### src/rtl/serial_sub32.sv
// Multi-cycle unsigned subtractor: {bout, diff} = a - b - bin, CHUNK bits per cycle,
// with the borrow carried between chunks in a register. Valid/ready on both sides.
module serial_sub32 #(
  parameter int unsigned WIDTH = 32,
  parameter int unsigned CHUNK = 8
) (
  input  logic             clk,
  input  logic             rst,
  input  logic             in_valid,
  output logic             in_ready,
  input  logic [WIDTH-1:0] a,
  input  logic [WIDTH-1:0] b,
  input  logic             bin,
  output logic             out_valid,
  input  logic             out_ready,
  output logic [WIDTH-1:0] diff,
  output logic             bout
);

  localparam int unsigned N  = (CHUNK == 0) ? 1 : WIDTH / CHUNK;
  localparam int unsigned CW = (N > 1) ? $clog2(N) : 1;

  if (CHUNK == 0 || (WIDTH % CHUNK) != 0) begin : g_bad_chunk
    $fatal(1, "serial_sub32: CHUNK must be non-zero and divide WIDTH");
  end

  localparam logic [1:0] StIdle = 2'd0;
  localparam logic [1:0] StBusy = 2'd1;
  localparam logic [1:0] StDone = 2'd2;

  logic [1:0]       state_q, state_d;
  logic [WIDTH-1:0] a_q, a_d, b_q, b_d, diff_q, diff_d;
  logic             borrow_q, borrow_d, bout_q, bout_d;
  logic [CW-1:0]    cnt_q, cnt_d;

  logic [31:0]      shamt;
  logic [WIDTH-1:0] a_sh, b_sh, chunk_mask, d_placed;
  logic [CHUNK:0]   sub_res;

  // Chunk k lives at bit offset k*CHUNK; shifts avoid a variable part-select.
  always_comb begin
    shamt      = 32'(cnt_q) * CHUNK;
    a_sh       = a_q >> shamt;
    b_sh       = b_q >> shamt;
    sub_res    = {1'b0, a_sh[CHUNK-1:0]} - {1'b0, b_sh[CHUNK-1:0]}
               - {{CHUNK{1'b0}}, borrow_q};
    chunk_mask = WIDTH'({CHUNK{1'b1}}) << shamt;
    d_placed   = WIDTH'(sub_res[CHUNK-1:0]) << shamt;
  end

  always_comb begin
    state_d  = state_q;
    a_d      = a_q;
    b_d      = b_q;
    diff_d   = diff_q;
    borrow_d = borrow_q;
    bout_d   = bout_q;
    cnt_d    = cnt_q;
    unique case (state_q)
      StIdle: begin
        if (in_valid) begin
          a_d      = a;
          b_d      = b;
          borrow_d = bin;
          cnt_d    = '0;
          state_d  = StBusy;
        end
      end
      StBusy: begin
        diff_d   = (diff_q & ~chunk_mask) | d_placed;
        borrow_d = sub_res[CHUNK];
        if (cnt_q == CW'(N - 1)) begin
          bout_d  = sub_res[CHUNK];
          cnt_d   = '0;
          state_d = StDone;
        end else begin
          cnt_d = cnt_q + 1'b1;
        end
      end
      StDone: begin
        if (out_ready) state_d = StIdle;
      end
      default: state_d = StIdle;
    endcase
  end

  always_ff @(posedge clk) begin
    if (rst) begin
      state_q  <= StIdle;
      a_q      <= '0;
      b_q      <= '0;
      diff_q   <= '0;
      borrow_q <= 1'b0;
      bout_q   <= 1'b0;
      cnt_q    <= '0;
    end else begin
      state_q  <= state_d;
      a_q      <= a_d;
      b_q      <= b_d;
      diff_q   <= diff_d;
      borrow_q <= borrow_d;
      bout_q   <= bout_d;
      cnt_q    <= cnt_d;
    end
  end

  assign in_ready  = (state_q == StIdle);
  assign out_valid = (state_q == StDone);
  assign diff      = diff_q;
  assign bout      = bout_q;

endmodule

### config.mk
export PLATFORM = sky130hd
export DESIGN_NAME = serial_sub32
export DESIGN_NICKNAME = d
export VERILOG_FILES = /design/src/rtl/serial_sub32.sv
export SDC_FILE = /design/constraint.sdc
export NUM_CORES = 1
export LEC_CHECK = 0
export BUFFER_PORTS_ARGS = -buffer_cell sky130_fd_sc_hd__buf_4
export CAP_MARGIN = 20
export CORE_MARGIN = 2
export CORE_UTILIZATION = 30
export DETAILED_ROUTE_END_ITERATION = 7
export GPL_ROUTABILITY_DRIVEN = 0
export PLACE_DENSITY = 0.56
export SLEW_MARGIN = 20
export SYNTH_ARGS = -nofsm -noshare
export SYNTH_HDL_FRONTEND = slang
export SYNTH_SLANG_ARGS = --single-unit
### constraint.sdc
create_clock -name clk -period 4.15 [get_ports clk]
set_input_delay 0.83 -clock clk [delete_from_list [all_inputs] [get_ports clk]]
set_output_delay 0.83 -clock clk [all_outputs]
set_load 0.01 [all_outputs]
==> metrics.cfg <==
[status]
status=finished clean

[sta]
relSlewSlack=0.305
finalCriticalPeriod_ns=3.49
worst_slew_pin_slew_ns=1.04
rsz0062_at_grt=no
drv_slew=0
tns_ns=0
fmax_mhz=286
fin_skew_ns=0.00515
fin_ws_ns=0.657
setup_violations=0
finalHoldViolations=0
finalCritPeriodShare=0.842

[cts]
postCtsHoldBufs=0
clock_sink_count=102
numCtsBuffers=9
cts_resized=0
cts_tree=built
clkSlewWorstSetupHoldPaths_ns=0.07
htreeDepth=3
clockRootBuffer=clkbuf_16
post-cts-setup-buffers=0
clockBufferDepth=2
insertion_delay_ns=0.34

[worst_setup_path]
endpoint_kind=flop
path_buf_inv=2
r2r-start=cnt_q[0]$_SDFFE_PP0P_
path_common_cell=fa_1
worstPathMaxFanout=23
cp_cell_sequence=buf_4, mux4_2, inv_1, fa_1, fa_1, nand2b_1, a2111oi_1, o31ai_1, xor2_1, a311oi_1
crit_slowest_cell=a2111oi_1
cp-start-kind=flop
cp_top_family=compound AO/OA/AOI/OAI gates
cp_data_required_time_ns=4.39
critPathKind=reg2reg
arrival_ns=3.73
startpoint=cnt_q[0]$_SDFFE_PP0P_
slowest_delay_ns=0.62

[drt]
drc=0
via_per_inst=4.88
vias=3858
antenna_left=0
drt_pass1_iterations=5
wl_mm=11.6
drtIter0Drc=295
drt-wirelength-per-cell_um=14.6

[layout]
drive_gt1_frac=0.236
antennaDiodeCount=0
area_growth_pct=27.2
final_nets=689

[floorplan]
die_height_um=126
pin_count=104
core-area_sq_mm=0.0145
fp-row-count=44
die_width_um=126
die_area_sq_mm=0.0159
start_util=0.307

[global_route]
grt_pass1_wl_mm=18.6
grtUsageTotal=0.145
grt_pass1_vias=3774
overflow=0
antenna_found_initial=0
grt_max_degree=105

[logic_synthesis]
synth_top_area_share=0.458
synth_ff_type=dfxtp_1
ys_warn_count=0
ys_seq_area_frac=0.458
yosysUniqueCellTypes=39
syn_nets=602
synthArstFlopShare=0
synth.avg_cell_area_sq_um=8.66
mappedNetlistArea_sq_mm=0.00446
synthTopCellsByArea=dfxtp_1 (46%), nand2_1 (12%), a21oi_1 (9.1%), mux4_2 (8.1%), ha_1 (4.5%)
syn_inst=515
synth_edf_count=0
yosysTopAreaCell=dfxtp_1
synth_seq_cells=102
synth_common_cells=nand2_1 (143), dfxtp_1 (102), a21oi_1 (81), nor2_1 (24)
yosysMostFrequentCell=nand2_1

[power]
p_sw_mw=0.665
swShare=0.281
combPwrFrac=0.195
power_per_cell_area_mw_per_mm2=417
peakVddDrop_mv=0.189
clkPwrFrac=0.356
power.share.sequential=0.450
p_int_mw=1.70
p_leak_nw=2.27

[place]
post-place-ws_ns=0.665
port_buffers=103
dp.final_hpwl_mm=8.57

[min_path]
worstHoldStart=a_q[15]$_SDFFE_PP0P_
hold_class=reg2reg

[run]
maxCapViolations=0

[power groups by stage]
stage | logic [mW] | registers [mW] | clock network [mW]
6_report | 0.461 | 1.06 | 0.841
5_1_grt | 0.514 | 1.07 | 0.903
4_1_cts | 0.464 | 1.06 | 0.863
3_5_place_dp | 0.462 | 1.09 | 0
3_3_place_gp | 0.455 | 1.08 | 0
2_1_floorplan | 0.304 | 1.08 | 0
[per-stage QoR]
stage | cells | hold slack, ns | util | power [mW] | cell area (sq um)
6_report | 791 | 0.454 | 0.390 | 2.37 | 5680
5_1_grt | 791 | 0.470 | 0.390 | 2.49 | 5680
4_1_cts | 791 | 0.457 | 0.390 | 2.39 | 5670
3_3_place_gp | 775 | 0.441 | 0.370 | 1.54 | 5380
2_1_floorplan | 515 | 0.433 | - | 1.39 | 4460
3_5_place_dp | 775 | 0.448 | 0.370 | 1.55 | 5380
[metal layers]
layer / share of wire / vias up / GRT usage
li1: - / 1935 / -
met1: 0.44 / 1808 / 0.185
met2: 0.49 / 109 / 0.248
met3: 0.053 / 6 / 0.0353
met4: 0.0085 / 0 / 0.0368
met5: 0 / - / 0
[worst reg2reg max path: cells and delay by family, from the launching register on]
family	cells	cell delay, ns
compound gates	3	1.10
xor+xnor	1	0.18
fa+ha+maj	2	0.86
buf+inv	2	0.41
flops	1	0.36
mux	1	0.30
simple gates	1	0.17
[final timing paths]
path | endpoint | slack (ns) | cells after the start
worst max-delay path | bout$_SDFFE_PP0P_ | 0.66 | 10
worst min-delay path | a_q[15]$_SDFFE_PP0P_ | 0.45 | 2
worst max register to register | bout$_SDFFE_PP0P_ | 0.66 | 10
worst min register to register | a_q[15]$_SDFFE_PP0P_ | 0.45 | 2
[area by class of cell]
type | instances | area [sq um]
fill | 1510 | 8860
multi-input combinational | 360 | 2220
sequential | 102 | 2040
timing repair buffer | 106 | 796
tap | 184 | 230
clock buffer | 9 | 225
inverter | 23 | 86.3
clock inverter | 7 | 72.6
[registers in the layout, summed over array words and instances, names as in the netlist]
register  flops
bout          1
diff         32
b_q          32
state_q       2
cnt_q         2
a_q          32
borrow_q      1
[placed cells by master, fill, tap and decap left out, types with 2 or more instances in the layout]
| cell type | netlist | final |
|---|---|---|
| o41ai_1 | 2 | 2 |
| mux4_2 | 16 | 16 |
| nand2_1 | 143 | 142 |
| o21ai_0 | 9 | 9 |
| nand3b_1 | 4 | 4 |
| clkbuf_16 | 0 | 9 |
| nor2_1 | 24 | 24 |
| inv_1 | 23 | 23 |
| buf_4 | 0 | 106 |
| dfxtp_1 | 102 | 102 |
| o21a_1 | 3 | 3 |
| a21oi_1 | 81 | 81 |
| ha_1 | 16 | 16 |
| fa_1 | 2 | 2 |
| inv_6 | 0 | 2 |
| nor2b_1 | 2 | 2 |
| nand2b_1 | 6 | 6 |
| xor2_1 | 3 | 3 |
| clkinvlp_4 | 0 | 2 |
| nor3_1 | 6 | 6 |
| clkinv_2 | 0 | 2 |
| a211oi_1 | 2 | 2 |
| a22o_1 | 6 | 6 |
| a22oi_1 | 17 | 17 |
[cell families after synthesis]
group / count (synthesis) / synth area share
and+or+nand+nor: 191 / 0.174
AOI/OAI and AO/OA: 130 / 0.179
DFF: 102 / 0.458
buffers and inverters: 53 / 0.0451
adders and majority gates: 18 / 0.0538
muxes: 17 / 0.0830
xor gates and xnor gates: 4 / 0.00785
No activity file was read; power rests on OpenSTA's default activity.
